### src/rtl/fifo_xfer_ctl.sv
// FIFO transfer controller: arbitrates fill/drain/flush requests and
// tracks FIFO occupancy with registered one-cycle handshake pulses.
//
// Ports:
//   CLK        in   clock, all state updates on rising edge
//   RST        in   synchronous active-high reset
//   DMAENA     in   enables new fill/drain grants from IDLE
//   FILL_REQ   in   level request to write one longword
//   DRAIN_REQ  in   level request to read one longword
//   FLUSH      in   level request to discard the FIFO contents
//   INCFIFO    out  pulse: a longword is written
//   DECFIFO    out  pulse: a longword is read or discarded
//   FILL_ACK   out  pulse with INCFIFO for a granted fill
//   DRAIN_ACK  out  pulse with DECFIFO for a granted drain
//   FLUSH_DONE out  pulse when a flush completes
//   COUNT      out  current occupancy 0..DEPTH
//   FIFOEMPTY  out  COUNT == 0
//   FIFOFULL   out  COUNT == DEPTH
//   BUSY       out  controller is not in IDLE
module fifo_xfer_ctl #(
    parameter int DEPTH = 8
) (
    input  logic       CLK,
    input  logic       RST,
    input  logic       DMAENA,
    input  logic       FILL_REQ,
    input  logic       DRAIN_REQ,
    input  logic       FLUSH,
    output logic       INCFIFO,
    output logic       DECFIFO,
    output logic       FILL_ACK,
    output logic       DRAIN_ACK,
    output logic       FLUSH_DONE,
    output logic [3:0] COUNT,
    output logic       FIFOEMPTY,
    output logic       FIFOFULL,
    output logic       BUSY
);

    localparam logic [3:0] DEPTH_C = 4'(DEPTH);

    typedef enum logic [2:0] {
        IDLE,
        FILL,
        DRAIN,
        RECOVER,
        FLUSHING
    } state_e;

    state_e     state_q;
    logic [3:0] count_d;
    logic       last_fill_q;
    logic       fill_ok;
    logic       drain_ok;
    logic       grant_fill;
    logic       grant_drain;
    logic       flush_dec;

    // Grant decision for IDLE. When both sides are eligible, the side
    // not served last wins; FLUSH pre-empts everything.
    always_comb begin
        fill_ok     = FILL_REQ && (COUNT < DEPTH_C);
        drain_ok    = DRAIN_REQ && (COUNT != 4'd0);
        grant_fill  = 1'b0;
        grant_drain = 1'b0;
        if (state_q == IDLE && !FLUSH && DMAENA) begin
            if (fill_ok && (!drain_ok || !last_fill_q)) begin
                grant_fill = 1'b1;
            end else if (drain_ok) begin
                grant_drain = 1'b1;
            end
        end
        flush_dec = (state_q == FLUSHING) && (COUNT != 4'd0);
    end

    // Occupancy moves on the same edge that raises the matching pulse,
    // so COUNT and the flags always show the post-update value.
    always_comb begin
        count_d = COUNT;
        if (grant_fill) begin
            count_d = COUNT + 4'd1;
        end else if (grant_drain || flush_dec) begin
            count_d = COUNT - 4'd1;
        end
    end

    always_ff @(posedge CLK) begin
        if (RST) begin
            state_q     <= IDLE;
            last_fill_q <= 1'b0;
            COUNT       <= 4'd0;
            FIFOEMPTY   <= 1'b1;
            FIFOFULL    <= 1'b0;
            INCFIFO     <= 1'b0;
            DECFIFO     <= 1'b0;
            FILL_ACK    <= 1'b0;
            DRAIN_ACK   <= 1'b0;
            FLUSH_DONE  <= 1'b0;
            BUSY        <= 1'b0;
        end else begin
            COUNT      <= count_d;
            FIFOEMPTY  <= (count_d == 4'd0);
            FIFOFULL   <= (count_d == DEPTH_C);
            INCFIFO    <= 1'b0;
            DECFIFO    <= 1'b0;
            FILL_ACK   <= 1'b0;
            DRAIN_ACK  <= 1'b0;
            FLUSH_DONE <= 1'b0;
            case (state_q)
                IDLE: begin
                    if (FLUSH) begin
                        state_q <= FLUSHING;
                        BUSY    <= 1'b1;
                    end else if (grant_fill) begin
                        state_q     <= FILL;
                        INCFIFO     <= 1'b1;
                        FILL_ACK    <= 1'b1;
                        last_fill_q <= 1'b1;
                        BUSY        <= 1'b1;
                    end else if (grant_drain) begin
                        state_q     <= DRAIN;
                        DECFIFO     <= 1'b1;
                        DRAIN_ACK   <= 1'b1;
                        last_fill_q <= 1'b0;
                        BUSY        <= 1'b1;
                    end else begin
                        BUSY <= 1'b0;
                    end
                end
                FILL, DRAIN: begin
                    state_q <= RECOVER;
                    BUSY    <= 1'b1;
                end
                RECOVER: begin
                    state_q <= IDLE;
                    BUSY    <= 1'b0;
                end
                FLUSHING: begin
                    // One discard per cycle until empty, then report done.
                    if (COUNT != 4'd0) begin
                        DECFIFO <= 1'b1;
                        BUSY    <= 1'b1;
                    end else begin
                        FLUSH_DONE <= 1'b1;
                        state_q    <= IDLE;
                        BUSY       <= 1'b0;
                    end
                end
                default: begin
                    state_q <= IDLE;
                    BUSY    <= 1'b0;
                end
            endcase
        end
    end

endmodule

### config.mk
export PLATFORM = sky130hd
export DESIGN_NAME = fifo_xfer_ctl
export DESIGN_NICKNAME = d
export VERILOG_FILES = /design/src/rtl/fifo_xfer_ctl.sv
export SDC_FILE = /design/constraint.sdc
export NUM_CORES = 1
export LEC_CHECK = 0
export ABC_AREA = 1
export ABC_CLOCK_PERIOD_IN_PS = 2390
export BUFFER_PORTS_ARGS = -buffer_cell sky130_fd_sc_hd__buf_2
export CAP_MARGIN = 10
export CORE_MARGIN = 1.5
export CORE_UTILIZATION = 54
export DETAILED_ROUTE_END_ITERATION = 10
export GPL_ROUTABILITY_DRIVEN = 0
export PLACE_DENSITY = 0.81
export SYNTH_ARGS = -nofsm -noshare
export SYNTH_HDL_FRONTEND = slang
export SYNTH_SLANG_ARGS = --single-unit
### constraint.sdc
create_clock -name CLK -period 2.39 [get_ports CLK]
set_clock_uncertainty 0.05 [all_clocks]
set_input_delay 0.1195 -clock CLK [delete_from_list [all_inputs] [get_ports CLK]]
set_output_delay 0.1195 -clock CLK [all_outputs]
set_load 0.1 [all_outputs]
# Word-level counts from Yosys, hierarchy flattened
# Index checks and enable logic that the tools add are counted.
dict set report totals {
  register_bits 15
  input_bits 6
  output_inout_bits 12
  word_cells 67
}
dict set report classes {
  add_sub_neg 2
  magnitude_cmp 1
  eq_ne 6
  n_mux 24
  bitwise_logic 3
  n_reduce_logical 21
}
# cell n
set op_table {}
lappend op_table {{1-bit two-way mux} 15}
lappend op_table {{3-bit two-way mux} 4}
lappend op_table {{3-bit one-hot mux with 3 select lines} 1}
lappend op_table {{4-bit two-way mux} 2}
lappend op_table {{1-bit logical AND} 6}
lappend op_table {{2-bit OR reduction} 3}
lappend op_table {{4-bit by 1-bit adder with 4-bit output (second input constant)} 1}
lappend op_table {{4-bit == test (second input constant)} 1}
lappend op_table {{4-bit logical NOT} 1}
lappend op_table {{4-bit less-than comparator (second input constant)} 1}
lappend op_table {{4-bit inequality test (second input constant)} 1}
lappend op_table {{4-bit nonzero test} 1}
lappend op_table {{4-bit by 1-bit subtractor with 4-bit output (second input constant)} 1}
lappend op_table {{3-bit by 1-bit == test with 1-bit output (second input constant)} 1}
lappend op_table {{3-bit by 2-bit == test with 1-bit output (second input constant)} 1}
lappend op_table {{3-bit == test (second input constant)} 1}
lappend op_table {{1-bit logical NOT} 3}
lappend op_table {{3-bit logical NOT} 1}
lappend op_table {{1-bit inverter} 3}
lappend op_table {{1-bit one-hot mux with 3 select lines} 1}
lappend op_table {{3-bit AND reduction} 1}
lappend op_table {{3-bit OR reduction} 1}
lappend op_table {{1-bit logical OR} 2}
lappend op_table {{2-bit inequality test (second input constant)} 1}
lappend op_table {{3 further kinds} 3}

# Longest topological paths before layout
dict set report logic_depth {
  ltp_word 11
  depth_mapped 14
  mapped_depth_nobuf 14
}

# Worst setup path before layout
# No wires, ideal clock.
dict set report synth_path {
  path_kind {flip-flop to flip-flop}
  from {reg COUNT[0]}
  to {reg FIFOEMPTY}
  setup_ns 0.113
  arrival_time_ns 2.209
  t_required_ns 2.227
  setup_slack_ns 0.018
  path_stages_with_launch 15
  period_less_slack_ns 2.372
  path_cell_list {dfxtp_1 inv_1 ha_1 nand2_4 nand2_2 nor2_4 nand2_4 nand2_2 nand2_1 nand2_1 nand2_2 nand2_1 nor2_1 nand2_1 nand2_1}
}
dict set report synth_via {
  elab_chain_len 11
}
# element line_no
set synth_lines {}
lappend synth_lines {{from (decl)} 34} ;# output logic [3:0] COUNT,
lappend synth_lines {{from (signal assigned)} 101} ;# COUNT <= count_d;
lappend synth_lines {{parallel branches: the longest is 9 deep, another holds 4-bit less-than comparator} --}
lappend synth_lines {{4-bit two-way mux (*)} 80} ;# if (grant_fill) begin
lappend synth_lines {{4-bit logical NOT (*)} 102} ;# FIFOEMPTY <= (count_d == 4'd0);
lappend synth_lines {{to (signal assigned)} 102}
lappend synth_lines {{to (decl)} 35} ;# output logic FIFOEMPTY,
# Every way passes the cells marked *.
# A chain may end at the register's enable or synchronous reset.

# Final worst setup path
# Same ends and word-level chain as after synthesis.

==> results.md <==
Critical path:
- STA classifies the critical path endpoint as a flip-flop.
- The sort of element at the start of the critical path is a flip-flop.
- STA puts the critical path data required time at 2.52 ns.
- At the worst endpoint, the arrival time is 2.04 ns.
- In this run the worst path has a maximum fanout of 7.
- The critical path is of the reg -> reg type.

Power:
- The total leakage power is 0.481 nW.
- The worst voltage drop across the vdd grid is 546 uV.
- The total power per unit cell area is 1130 nW/um^2.

Routing:
- Before antenna repair, the detailed router went through 4 iterations.
- The sum of routed wire length over all layers is 1.69 mm.
- Dividing the detail-routed wire length by the instance count gives 12.1 um.
- Summing over every cut layer, the via total after detailed routing is 747.
- The post-route DRC violation count is 0.
- After detailed routing, the number of vias per cell comes to 5.34.
- The number of nets with antenna violations after detailed routing is 0.
- The iteration-0 DRC count of the detailed router is 26.

STA:
- The achievable frequency is 0.525 GHz.
- The number of setup violations in the final report is 0.
- Setup total negative slack on the finished layout was measured at 0 ns.
- Setup repair after global routing left no endpoint under its margin.
- The routed design could run at a clock period as short as 1.90 ns.
- The max-slew violation count was 0.
- The tightest slew margin relative to the limit is 67.7%.
- The final worst setup slack is 0.486 ns.
- The number of endpoints with negative hold slack in the final report is 0.
- The final critical path takes up 79.7% of the cycle.
- The actual transition at the worst max-transition pin is 0.488 ns.

Floorplanning:
- The floorplan step set the die width to 42.0 um.
- The initial cell density of the core is 60.3%.
- The die area is 1770 sq um.
- The core outline area is 1370 sq um.
- The number of ports placed on the die boundary is 18.
- The die boundary height is 42.0 um.
- The standard-cell row count is 13.

Run status:
- The run finished with clean final reports.

Clock tree:
- The H-tree level count is 1.
- Clock tree synthesis selected as its root buffer the cell sky130_fd_sc_hd__clkbuf_4.
- The number of hold buffers added after CTS was 0.
- After clock tree synthesis, the repair step resized 0 gates.
- The clock tree from TritonCTS is done.
- Counting the buffers created by CTS gives 3.
- Clock-pin slew was measured on the worst setup and hold paths at 0.10 ns.
- At the later pin of the worst-skew pair, clock insertion delay measures 0.29 ns.
- Post-CTS timing repair inserted 0 buffers for setup.
- Counting along the longest clock path gives a buffer depth of 2.
- The number of clock sinks seen by CTS is 15.

Finish:
- The fraction of final layout cells with drive strength greater than 1 is 32.8%.
- The antenna cell count is 0.
- The area growth from synthesis to layout is 14.6%.
- The layout net count is 134.

Placement:
- At the placement stage, the worst setup path has a slack of 0.537 ns.
- In this run the tool buffered the top-level ports with 17 buffer cells.
- The placed wire-length estimate after detailed placement is 1.29 mm.

Hold path:
- The path class of the lowest-slack min-delay path is in -> reg.

Logic synthesis:
- The post-synthesis instance area is 823 sq um.
- In this run, synthesis produced a sequential element count of 15.
- The number of distinct library cells after synthesis is 23.
- When the netlist entered floorplanning its net count stood at 114.
- The proportion of synthesized chip area in sequential cells is 36.5%.
- The Yosys step of the flow raised 0 warnings.
- Synthesis produced a netlist whose cell count is 106.
- The per-instance average area after synthesis is 7.77 sq um.

Job:
- The total of max-cap violations is 0.

GRT:
- The global-route congestion overflow total is 0.
- The number of antenna violations at the first check in global routing is 0.
- The first global-routing pass estimated 2.75 mm of wire.
- The via count of the first global-routing pass was 653.
- The overall fraction of global-route tracks in use is 20.7%.
- The pin count of the biggest net entering global routing is 13.
cell usage after synthesis:
cell                       instances  area (sq um)
sky130_fd_sc_hd__nor2_4            2          22.5
sky130_fd_sc_hd__a21oi_1           7          35.0
sky130_fd_sc_hd__buf_4             1          7.51
sky130_fd_sc_hd__nand2_4           2          22.5
sky130_fd_sc_hd__a31oi_1           1          6.26
sky130_fd_sc_hd__nor2_1           11          41.3
sky130_fd_sc_hd__nand3_2           6          60.1
sky130_fd_sc_hd__o2111a_1          1          11.3
sky130_fd_sc_hd__nand4_4           1          21.3
sky130_fd_sc_hd__nor2_2            3          18.8
sky130_fd_sc_hd__nor3_2            1          10.0
sky130_fd_sc_hd__xnor2_1           1          8.76
sky130_fd_sc_hd__ha_1              2          25.0
sky130_fd_sc_hd__nor4_1            1          6.26
sky130_fd_sc_hd__clkbuf_1          1          3.75
sky130_fd_sc_hd__nand2_1          18          67.6
sky130_fd_sc_hd__dfxtp_1          15           300
sky130_fd_sc_hd__nand2_2           5          31.3
sky130_fd_sc_hd__nand4_1           1          6.26
sky130_fd_sc_hd__xor2_1            2          17.5
sky130_fd_sc_hd__nor3_1            1          5.00
sky130_fd_sc_hd__inv_1            16          60.1
sky130_fd_sc_hd__nand3_1           7          35.0
kinds of logic after synthesis:
kind of cell             share of synthesized area [%]
AO/OA/AOI/OAI                                     6.38
flip-flops                                        36.5
AND/OR/NAND/NOR                                   42.2
buffers and inverters                             8.66
XOR/XNOR                                          3.19
adder cells (fa/ha/maj)                           3.04
metrics by stage:
step	total power, mW	cell area (sq um)	util (%)	instances	hold slack [ns]
2_1_floorplan	0.836	823	-	106	0.148
4_1_cts	1.06	943	69.0	140	0.0918
3_3_place_gp	0.911	916	67.0	136	0.393
6_report	1.07	943	69.0	140	0.0951
3_5_place_dp	0.919	916	67.0	136	0.394
5_1_grt	1.12	943	69.0	140	0.103
registers in the layout, summed over array words and instances, names as in the netlist:
| signal | count |
|---|---|
| BUSY | 1 |
| DRAIN_ACK | 1 |
| DECFIFO | 1 |
| COUNT | 4 |
| FIFOEMPTY | 1 |
| last_fill_q | 1 |
| FLUSH_DONE | 1 |
| FILL_ACK | 1 |
| state_q | 3 |
| FIFOFULL | 1 |
report_power, final:
group	internal [mW]	switching (mW)	total [mW]
Clock	0.0622	0.0858	0.148
Sequential	0.299	0.0365	0.335
Combinational	0.137	0.446	0.582
Total	0.498	0.568	1.07
cell usage in the layout (no fill, tap or decap):
| cell type | Yosys | routed |
|---|---|---|
| sky130_fd_sc_hd__nor3_1 | 1 | 1 |
| sky130_fd_sc_hd__clkbuf_4 | 0 | 3 |
| sky130_fd_sc_hd__nand3_1 | 7 | 7 |
| sky130_fd_sc_hd__nand2_1 | 18 | 18 |
| sky130_fd_sc_hd__nor3_2 | 1 | 1 |
| sky130_fd_sc_hd__nor2_2 | 3 | 3 |
| sky130_fd_sc_hd__buf_2 | 0 | 17 |
| sky130_fd_sc_hd__ha_1 | 2 | 2 |
| sky130_fd_sc_hd__nor2_1 | 11 | 11 |
| sky130_fd_sc_hd__dfxtp_1 | 15 | 15 |
| sky130_fd_sc_hd__inv_1 | 16 | 16 |
| sky130_fd_sc_hd__nand2_2 | 5 | 5 |
| sky130_fd_sc_hd__nand3_2 | 6 | 6 |
| sky130_fd_sc_hd__a21oi_1 | 7 | 7 |
| sky130_fd_sc_hd__nor2_4 | 2 | 2 |
| sky130_fd_sc_hd__nand4_1 | 1 | 1 |
| sky130_fd_sc_hd__xor2_1 | 2 | 2 |
| sky130_fd_sc_hd__nor4_1 | 1 | 1 |
| sky130_fd_sc_hd__nand2_4 | 2 | 2 |
| sky130_fd_sc_hd__o2111a_1 | 1 | 1 |
| sky130_fd_sc_hd__nand4_4 | 1 | 1 |
| sky130_fd_sc_hd__clkinv_2 | 0 | 1 |
| sky130_fd_sc_hd__xnor2_1 | 1 | 1 |
| sky130_fd_sc_hd__a31oi_1 | 1 | 1 |
cell type report:
class | count | area (sq um)
Multi-Input combinational cell | 73 | 452
Fill cell | 115 | 423
Sequential cell | 15 | 300
Timing Repair Buffer | 17 | 85.1
Inverter | 16 | 60.1
Clock buffer | 3 | 22.5
Tap cell | 15 | 18.8
Clock inverter | 1 | 5.00
worst max-delay path, cell delays in order, from the launching register on:
cell and delay (ns):
sky130_fd_sc_hd__dfxtp_1 0.44, sky130_fd_sc_hd__inv_1 0.12, sky130_fd_sc_hd__ha_1 0.27, sky130_fd_sc_hd__nand2_4 0.11, sky130_fd_sc_hd__nand2_2 0.06, sky130_fd_sc_hd__nor2_4 0.13, sky130_fd_sc_hd__nand2_4 0.09, sky130_fd_sc_hd__nand2_2 0.10
sky130_fd_sc_hd__nand2_1 0.07, sky130_fd_sc_hd__nand2_1 0.07, sky130_fd_sc_hd__nand2_2 0.06, sky130_fd_sc_hd__nand2_1 0.07, sky130_fd_sc_hd__nor2_1 0.05, sky130_fd_sc_hd__nand2_1 0.05, sky130_fd_sc_hd__nand2_1 0.04
path summary, 6_finish.rpt:
path | start | end | slack [ns] | depth (start not counted)
setup / recovery | COUNT[0] | FIFOEMPTY | 0.49 | 14
hold / removal | RST | state_q[2] | 0.1 | 2
setup reg to reg | COUNT[0] | FIFOEMPTY | 0.49 | 14
hold reg to reg | last_fill_q | last_fill_q | 0.46 | 2
layer usage:
metal / up-vias / wire [um] / share of wire (%) / global-route usage, %
li1: 378 / - / - / -
met1: 332 / 773 / 46 / 26.1
met2: 29 / 785 / 46 / 33.4
met3: 8 / 81 / 4.8 / 3.88
met4: 0 / 51 / 3.0 / 11.3
met5: - / 0 / 0 / 0
(Power assumes the default switching activity.)
